File: src/rtl/wb_result_capture_pkg.sv
// Shared types and constants for the writeback result capture path.
package wb_capture_pkg;
    localparam int DATA_W = 32;

    typedef enum logic {
        IDLE,
        SHOW
    } state_t;
endpackage

File: src/rtl/wb_result_capture_if.sv
// Bus bundle between the writeback snooper and its user (CPU side in, display side out).
interface wb_result_capture_if #(
    parameter int DEPTH = 4
);
    import wb_capture_pkg::*;

    localparam int CNT_W = $clog2(DEPTH) + 1;

    logic              RegWriteW;
    logic [4:0]        RdW;
    logic [DATA_W-1:0] ResultW;
    logic [4:0]        watch_reg;
    logic              clr_ovf;
    logic [DATA_W-1:0] display_value;
    logic              new_value;
    logic              shown_valid;
    logic [CNT_W-1:0]  fifo_count;
    logic              overflow;

    modport slave (
        input  RegWriteW, RdW, ResultW, watch_reg, clr_ovf,
        output display_value, new_value, shown_valid, fifo_count, overflow
    );

    modport master (
        output RegWriteW, RdW, ResultW, watch_reg, clr_ovf,
        input  display_value, new_value, shown_valid, fifo_count, overflow
    );
endinterface

File: src/rtl/wb_result_capture_result_fifo.sv
// Small power-of-two FIFO holding captured writeback values; a push into a
// full FIFO is still accepted when the head is popped on the same edge.
module result_fifo
    import wb_capture_pkg::*;
#(
    parameter int DEPTH = 4
) (
    input  logic                   clk,
    input  logic                   rst,
    input  logic                   i_push,
    input  logic                   i_pop,
    input  logic [DATA_W-1:0]      i_data,
    output logic [DATA_W-1:0]      o_data,
    output logic                   o_full,
    output logic                   o_empty,
    output logic [$clog2(DEPTH):0] o_count
);
    localparam int PW = $clog2(DEPTH);

    logic [DATA_W-1:0] r_mem [DEPTH];
    logic [PW-1:0]     r_wrPtr;
    logic [PW-1:0]     r_rdPtr;
    logic [PW:0]       r_count;
    logic              w_pushOk;
    logic              w_popOk;

    assign o_full   = (r_count == (PW + 1)'(DEPTH));
    assign o_empty  = (r_count == '0);
    assign w_popOk  = i_pop && !o_empty;
    assign w_pushOk = i_push && (!o_full || w_popOk);
    assign o_data   = r_mem[r_rdPtr];
    assign o_count  = r_count;

    // When full, write and read pointers coincide; the head is read before the edge overwrites it.
    always_ff @(posedge clk) begin
        if (w_pushOk) begin
            r_mem[r_wrPtr] <= i_data;
        end
    end

    always_ff @(posedge clk or negedge rst) begin
        if (!rst) begin
            r_wrPtr <= '0;
            r_rdPtr <= '0;
            r_count <= '0;
        end else begin
            if (w_pushOk) begin
                r_wrPtr <= r_wrPtr + 1'b1;
            end
            if (w_popOk) begin
                r_rdPtr <= r_rdPtr + 1'b1;
            end
            case ({w_pushOk, w_popOk})
                2'b10:   r_count <= r_count + 1'b1;
                2'b01:   r_count <= r_count - 1'b1;
                default: r_count <= r_count;
            endcase
        end
    end
endmodule

File: src/rtl/wb_result_capture.sv
// Captures writebacks to one watched register and replays them on a stable
// output, each held for HOLD_CYCLES so the seven-segment display stays readable.
module wb_result_capture
    import wb_capture_pkg::*;
#(
    parameter int DEPTH       = 4,
    parameter int HOLD_CYCLES = 50_000_000
) (
    input  logic          clk,
    input  logic          rst,
    wb_result_capture_if.slave bus
);
    localparam int                 DWELL_W   = (HOLD_CYCLES > 1) ? $clog2(HOLD_CYCLES) : 1;
    localparam logic [DWELL_W-1:0] HOLD_LOAD = DWELL_W'(HOLD_CYCLES - 1);

    state_t                  r_state;
    logic [DWELL_W-1:0]      r_dwell;
    logic [DATA_W-1:0]       r_display;
    logic                    r_newValue;
    logic                    r_shownValid;
    logic                    r_overflow;

    logic                    w_capture;
    logic                    w_pop;
    logic                    w_drop;
    logic                    w_full;
    logic                    w_empty;
    logic [DATA_W-1:0]       w_head;
    logic [$clog2(DEPTH):0]  w_count;

    // Register x0 is hardwired zero, so writes to it are never interesting.
    assign w_capture = bus.RegWriteW && (bus.RdW == bus.watch_reg) && (bus.RdW != 5'd0);
    assign w_pop     = !w_empty && ((r_state == IDLE) || (r_dwell == '0));
    assign w_drop    = w_capture && w_full && !w_pop;

    result_fifo #(
        .DEPTH(DEPTH)
    ) u_fifo (
        .clk    (clk),
        .rst    (rst),
        .i_push (w_capture),
        .i_pop  (w_pop),
        .i_data (bus.ResultW),
        .o_data (w_head),
        .o_full (w_full),
        .o_empty(w_empty),
        .o_count(w_count)
    );

    always_ff @(posedge clk or negedge rst) begin
        if (!rst) begin
            r_state      <= IDLE;
            r_dwell      <= '0;
            r_display    <= '0;
            r_newValue   <= 1'b0;
            r_shownValid <= 1'b0;
        end else begin
            r_newValue <= 1'b0;
            if (w_pop) begin
                r_display    <= w_head;
                r_newValue   <= 1'b1;
                r_shownValid <= 1'b1;
                r_dwell      <= HOLD_LOAD;
                r_state      <= SHOW;
            end else begin
                case (r_state)
                    IDLE: r_state <= IDLE;
                    SHOW: begin
                        if (r_dwell != '0) begin
                            r_dwell <= r_dwell - 1'b1;
                        end else begin
                            r_state <= IDLE;
                        end
                    end
                    default: r_state <= IDLE;
                endcase
            end
        end
    end

    // A drop in the same cycle as a clear must still leave the flag set.
    always_ff @(posedge clk or negedge rst) begin
        if (!rst) begin
            r_overflow <= 1'b0;
        end else if (w_drop) begin
            r_overflow <= 1'b1;
        end else if (bus.clr_ovf) begin
            r_overflow <= 1'b0;
        end
    end

    assign bus.display_value = r_display;
    assign bus.new_value     = r_newValue;
    assign bus.shown_valid   = r_shownValid;
    assign bus.fifo_count    = w_count;
    assign bus.overflow      = r_overflow;
endmodule

File: src/flat_wrapper.sv
// flat-port wrapper written by rule: the top's interface ports become plain ports
module wb_result_capture_flat import wb_capture_pkg::*;
#(
    parameter int DEPTH       = 4,
    parameter int HOLD_CYCLES = 50_000_000
)
  (clk, rst, bus_RegWriteW, bus_RdW, bus_ResultW, bus_watch_reg, bus_clr_ovf, bus_display_value, bus_new_value, bus_shown_valid, bus_fifo_count, bus_overflow);
  wb_result_capture_if #(.DEPTH(DEPTH)) bus_i ();
  input  logic clk;
  input  logic rst;
  input wire logic [$bits(bus_i.RegWriteW)-1:0] bus_RegWriteW;
  input wire logic [$bits(bus_i.RdW)-1:0] bus_RdW;
  input wire logic [$bits(bus_i.ResultW)-1:0] bus_ResultW;
  input wire logic [$bits(bus_i.watch_reg)-1:0] bus_watch_reg;
  input wire logic [$bits(bus_i.clr_ovf)-1:0] bus_clr_ovf;
  output wire logic [$bits(bus_i.display_value)-1:0] bus_display_value;
  output wire logic [$bits(bus_i.new_value)-1:0] bus_new_value;
  output wire logic [$bits(bus_i.shown_valid)-1:0] bus_shown_valid;
  output wire logic [$bits(bus_i.fifo_count)-1:0] bus_fifo_count;
  output wire logic [$bits(bus_i.overflow)-1:0] bus_overflow;
  assign bus_i.RegWriteW = bus_RegWriteW;
  assign bus_i.RdW = bus_RdW;
  assign bus_i.ResultW = bus_ResultW;
  assign bus_i.watch_reg = bus_watch_reg;
  assign bus_i.clr_ovf = bus_clr_ovf;
  assign bus_display_value = bus_i.display_value;
  assign bus_new_value = bus_i.new_value;
  assign bus_shown_valid = bus_i.shown_valid;
  assign bus_fifo_count = bus_i.fifo_count;
  assign bus_overflow = bus_i.overflow;
  wb_result_capture #(.DEPTH(DEPTH), .HOLD_CYCLES(HOLD_CYCLES)) u_core (.clk(clk), .rst(rst), .bus(bus_i));
endmodule
File: config.mk
export PLATFORM = sky130hd
export DESIGN_NAME = wb_result_capture_flat
export DESIGN_NICKNAME = d
export VERILOG_FILES = /design/src/rtl/wb_result_capture_pkg.sv /design/src/rtl/wb_result_capture_if.sv /design/src/rtl/wb_result_capture_result_fifo.sv /design/src/rtl/wb_result_capture.sv /design/src/flat_wrapper.sv
export SDC_FILE = /design/constraint.sdc
export NUM_CORES = 1
export LEC_CHECK = 0
export CORE_MARGIN = 2
export CORE_UTILIZATION = 45
export CTS_CLUSTER_DIAMETER = 120
export DETAILED_ROUTE_END_ITERATION = 16
export PLACE_DENSITY_LB_ADDON = 0.05
export REMOVE_ABC_BUFFERS = 1
export SLEW_MARGIN = 10
export SYNTH_ARGS = -nofsm -noshare
export SYNTH_HDL_FRONTEND = slang
export SYNTH_SLANG_ARGS = --single-unit
File: constraint.sdc
create_clock -name clk -period 3.75 [get_ports clk]
set_input_delay 0.375 -clock clk [delete_from_list [all_inputs] [get_ports clk]]
set_output_delay 0.375 -clock clk [all_outputs]
set_load 0.1 [all_outputs]
==> run metrics, run 1 <==
share of layout cells above drive strength 1=about 16%; Routed WL=between 15 and 20 mm; first-pass GRT wire length=approximately 25 mm; Yosys reg bits=197; peak supply drop=0.3462 mV; initial antenna violation count=0; sequential fraction of the synthesis area=about 70%; Tcrit/Tclk final=about four fifths; Synth cell types=50; CP arrival=3.13 ns; CTS buffer count=17; Slew HR=about a third; setup TNS=0 ns; area of the core=17,120 um^2; Initial Utilization=a little under half; gpl congestion=slightly above 0.8; Final Core Density=between 50% and 60%; clk_lat worst skew=between 0.4 and 0.5 ns; origin of the worst setup path=u_core.r_dwell[0]; Mapped Cells=around 520; worst setup path class=reg -> reg; Crit path required time=approximately 3.9 ns; largest area contributor in the netlist=edfxtp_1; Hold Path Class=in -> async; most frequent cells after synthesis=edfxtp_1, nand2_1, dfrtp_1; startpoint types=register; die width=135.8 um; total grt overflow=0; antenna cells=0; RSZ-0062 raised after global routing=false; area grow syn2layout=22.33%; CTS tree=done; Synth Warn #=0; Ports=84; Synth area leaders=edfxtp_1, dfrtp_1, mux4_2, nand2_1, o21ai_0; root buffer cell=clkbuf_16; power per cell area=between 400 and 500 nW/um^2; Setup-failing EPs final=0; CTS sink cnt=approximately 200; slack of the critical path=around 0.76 ns; H-tree depth=4; Yosys top cell area share=49.14%; Die Span Y=135.8 um; Die ar.=18,450 um^2; outcome=finished clean; worst r2r src=u_core.r_dwell[0]; static leakage=around 3.5 nW; clk buf depth=2; ys async rst share=between 30% and 40%; f_max=~0.33 GHz; Setup Buffers After CTS=0; Reg clk slew, reported paths=around 0.07 ns; DR DRC count=0; row count=48; Multi-input gate area=2122 um^2; total number of vias=between 4,000 and 5,000; vias in the first global route=4,676; WL/cell=between 15 and 20 um; Port Buffers=83; # fillers=1,377; most common cell in the netlist=edfxtp_1; DP HPWL=9.409 mm; CP endpoint kind=register; First-pass DRT Iterations=5; gr usage total=18.05%; measured slew at the worst slew-check pin=0.9891 ns; Detailed Route Iter0 Violations=225; NumNets Final=660; Mapped Avg Cell Area=between 15 and 20 um^2; largest net degree at the start of global routing=70; Worst Path Max Fanout=21; CTS resizes=0; Routed Antenna Nets=0; via density per instance=5.242; post-place setup slack=about 0.72 ns; ys flop type=edfxtp_1; Worst Skew=between 0.01 and 0.015 ns; Reg area=5573 um^2; Mapped Area=around 7800 um^2; count of flip-flops with a built-in enable after synthesis=between 100 and 150; post-cts hold buffer count=0; final hold violation count=0; MaxCap Viol Count=0; Pins Over Slew Limit=0; crit path time final=roughly 3 ns
[through the flow]
| step | hold slack (ns) | power [mW] | cell area, um^2 | std cells |
|---|---|---|---|---|
| 4_1_cts | 0.1196 | 4.564 | 9569 | 846 |
| 3_3_place_gp | 0.4504 | 2.735 | 8970 | 814 |
| 2_1_floorplan | 0.07941 | 2.602 | 7722 | 494 |
| 3_5_place_dp | 0.4562 | 2.743 | 8970 | 814 |
| 6_report | 0.08544 | 4.510 | 9569 | 846 |
| 5_1_grt | 0.1482 | 4.679 | 9569 | 846 |
[worst paths after layout]
kind                                                  end  slack (ns)  depth (start not counted)
min in group clk                   u_core.bus.shown_valid        0.47                          1
worst min-delay path             u_core.u_fifo.o_count[1]        0.09                          1
worst max-delay path            u_core.u_fifo.r_mem[0][4]        0.76                          8
worst min register to register     u_core.bus.shown_valid        0.47                          1
max in group asynchronous        u_core.u_fifo.r_rdPtr[1]        3.01                          1
worst max register to register  u_core.u_fifo.r_mem[0][4]        0.76                          8
[power by group]
group | internal, mW | switching, mW | leakage [nW]
clock | 0.910 | 0.908 | 0.295
sequential | 2.35 | 0.0298 | 1.93
combinational | 0.105 | 0.207 | 1.26
[kinds of logic after synthesis]
group / share of synthesized area, %
DFF: 71.21
and+or+nand+nor: 10.78
xor gates and xnor gates: 1.344
AOI/OAI and AO/OA: 4.511
buffers and inverters: 1.759
muxes: 9.341
adders and majority gates: 1.056
[flip-flops by register name (all words and copies together), names as in the netlist]
name / flops
u_core.u_fifo.r_mem: 128
u_core.r_dwell: 26
u_core.bus.overflow: 1
u_core.bus.new_value: 1
u_core.bus.display_value: 32
u_core.bus.shown_valid: 1
u_core.r_state: 1
u_core.u_fifo.r_wrPtr: 2
u_core.u_fifo.o_count: 3
u_core.u_fifo.r_rdPtr: 2
[worst max-delay path: stages (launching register included)]
cell and delay [ns]:
dfrtp_1 0.42, inv_1 0.08, ha_1 0.20, nor3b_2 0.30
nand4_4 0.20, o21a_2 0.41, a31oi_4 0.33, and2_2 0.50
buf_4 0.25
[area by class of cell]
cell class	instances	area share (%)
clock buffers	17	4.446
well taps	225	2.942
inverters	10	0.3923
clock inverters	15	1.817
flip-flops and latches	197	58.24
repair buffers	95	9.990
multi-input cells	287	22.18
[per-layer routing]
metal | GRT usage [%] | vias up | wire length (um)
li1 | - | 2100 | -
met1 | 23.55 | 2234 | 6886
met3 | 4.512 | 13 | 584
met5 | 0 | - | 0
met4 | 5.787 | 0 | 155
met2 | 29.97 | 88 | 7696
[layout by cell type, fill, tap and decap left out, types with 2 or more instances in the layout]
cell type and count:
clkinv_8 3, ha_1 5, o41ai_1 2, nand2b_1 3, nand2_1 115, edfxtp_1 128
a211oi_1 2, clkbuf_16 17, o31ai_1 2, inv_1 8, or2_2 2, and2_2 6
nor2_1 10, buf_4 10, inv_8 7, dfrtp_1 67, inv_6 2, nand4_1 3
xnor2_1 8, o21ai_1 3, buf_12 3, a21oi_1 14, mux4_2 32, clkdlybuf4s50_1 82
dfrtp_2 2, nor4_1 6, inv_2 2, nor3_1 15, or4_1 3, xor2_1 4
or3_1 4, o21ai_0 20, nand3_1 4, a31oi_1 4
No activity file was read; power rests on OpenSTA's default activity.
==> run 2: changes to the inputs <==
- clock period: 3.75 -> 2.6 ns (I/O delays scaled with it)
==> run 2 against run 1 <==
Against the previous run:
- the run now ends with negative hold slack left
- clock power up 49%
- clock skew down 0.0031 ns
- critical path depth down 2
- count of clock-buffer cells in the layout unchanged
- non-clock buffer count up 16
- global-route usage about the same
==> run metrics, run 2 (same netlist as run 1, synthesis figures left out) <==
Worst Path Max Fanout=32; Routed Antenna Nets=0; Slew HR=around two fifths; CP top delay family=simple AND/OR/NAND/NOR gates; initial antenna violation count=0; peak supply drop=0.5215 mV; Port Buffers=83; root buffer cell=clkbuf_16; antenna cells=0; area of the core=17,120 um^2; Hold Path Class=in -> async; DR DRC count=0; CP Cell Sequence=nor4_1, nand4_1, o21a_2, a31oi_4, and2_2, buf_12; CTS buffer count=17; Final Core Density=56.35%; row count=between 40 and 50; share of layout cells above drive strength 1=24.02%; clk_lat worst skew=around 0.43 ns; clk buf depth=2; total grt overflow=0; Reg clk slew, reported paths=approximately 0.07 ns; stages on the worst setup path=6; crit path time final=~2.5 ns; vias in the first global route=4,578; first-pass GRT wire length=approximately 25 mm; MaxCap Viol Count=0; failing checks=negative hold slack; CP endpoint kind=register; Tcrit/Tclk final=roughly 97%; CTS sink cnt=just under 200; post-cts hold buffer count=0; reg-to-reg endpoint=u_core.u_fifo.r_mem[0][17]; total number of vias=about 4,500; commonest non-fill, non-tap cell in the layout=edfxtp_1; WL/cell=roughly 18 um; Initial Utilization=about 46%; Crit path required time=about 2.7 ns; commonest cells after routing, fill and taps aside=edfxtp_1, nand2_1, dfrtp_1; worst r2r src=u_core.r_dwell[16]; reg2reg setup slack=around 0.091 ns; power per cell area=about 700 nW/um^2; static leakage=between 3 and 4 nW; Pins Over Slew Limit=0; Critical-path top delay cell=nor4_1; Reg with most FFs=u_core.u_fifo.r_mem; Multi-input gate area=around 2100 um^2; CTS tree=done; Worst Skew=around 0.011 ns; Detailed Route Iter0 Violations=about 230; Routed WL=between 15 and 20 mm; hold_ws=-0.02570 ns; Critical Path Max Stage Delay=~0.45 ns; H-tree depth=4; Reg area=roughly 5600 um^2; CP arrival=2.63 ns; First-pass DRT Iterations=4; DP HPWL=approximately 10 mm; max FFs per register=between 100 and 150; via density per instance=between 5 and 6; PnR Total Power=around 6.6 mW; Critical path buffers and inverters=1; gr usage total=roughly 18%; Setup-failing EPs final=0; f_max=0.3985 GHz; outcome=finished with violations; NumNets Final=676; area grow syn2layout=23.30%; worst setup path class=reg -> reg; Die Span Y=135.8 um; # fillers=~1,400; Ports=84; gpl congestion=around 0.75; startpoint types=register; Die ar.=approximately 18,000 um^2; post-route cell area=~9600 um^2; final hold violation count=a little under 60; die width=135.8 um; dpl cell area=8977 um^2; R2R depth=6; largest net degree at the start of global routing=70; measured slew at the worst slew-check pin=0.9281 ns
==> run 2: metal layers <==
layer | wire length, um | part of all wire [%] | vias up | global-route usage [%]
li1 | - | - | 2135 | -
met1 | 6931 | 44 | 2288 | 23.63
met2 | 7956 | 51 | 79 | 30.33
met3 | 565 | 3.6 | 13 | 4.847
met4 | 147 | 0.94 | 0 | 4.340
met5 | 0 | 0 | - | 0
==> run 2: final cells by class <==
type / count / area share, %
clock buffers: 17 / 4.410
clock inverters: 15 / 2.063
repair buffers: 111 / 10.30
multi-input cells: 287 / 22.14
flip-flops and latches: 197 / 57.78
inverters: 10 / 0.3892
well taps: 225 / 2.919
==> run 2: through the flow <==
step	hold slack (ns)	TNS (ns)	instances	setup slack, ns
6_report	-0.02570	0	862	0.09076
3_3_place_gp	0.4524	0	826	0.06501
3_5_place_dp	0.4566	0	826	0.05818
4_1_cts	0.001387	0	858	0.06885
2_1_floorplan	-0.03559	-60.46	494	-0.6546
5_1_grt	0.04257	-2.350	862	-0.05746
==> run 2: worst max path at each step <==
stage               slack (ns)                          to                from
CTS                       0.07  u_core.u_fifo.r_mem[0][10]   u_core.r_dwell[0]
finish                    0.09  u_core.u_fifo.r_mem[0][17]  u_core.r_dwell[16]
global placement          0.07   u_core.u_fifo.r_mem[0][3]    bus_watch_reg[4]
global route             -0.06    u_core.u_fifo.o_count[2]   u_core.r_dwell[0]
floorplan                -0.65    u_core.u_fifo.r_rdPtr[1]   u_core.r_dwell[0]
detailed placement        0.06   u_core.u_fifo.r_mem[0][3]    bus_watch_reg[4]
==> run 2: what timing repair did <==
item	in CTS	in global routing
gates resized for setup	0	2
buffers inserted	0	4
hold endpoints to repair	0	0
endpoints found under the setup margin	0	134
==> run 2: worst register-to-register path, cell delays in order, from the launching register on <==
cell and delay, ns:
dfrtp_1 0.43, nor4_1 0.45, nand4_1 0.30, o21a_2 0.30, a31oi_4 0.27, and2_2 0.22, buf_12 0.23
==> run 2: power breakdown <==
group          switching, mW  internal, mW  leakage [nW]
sequential            0.0445          3.39          1.93
combinational          0.305         0.146          1.38
clock                   1.30          1.41         0.301
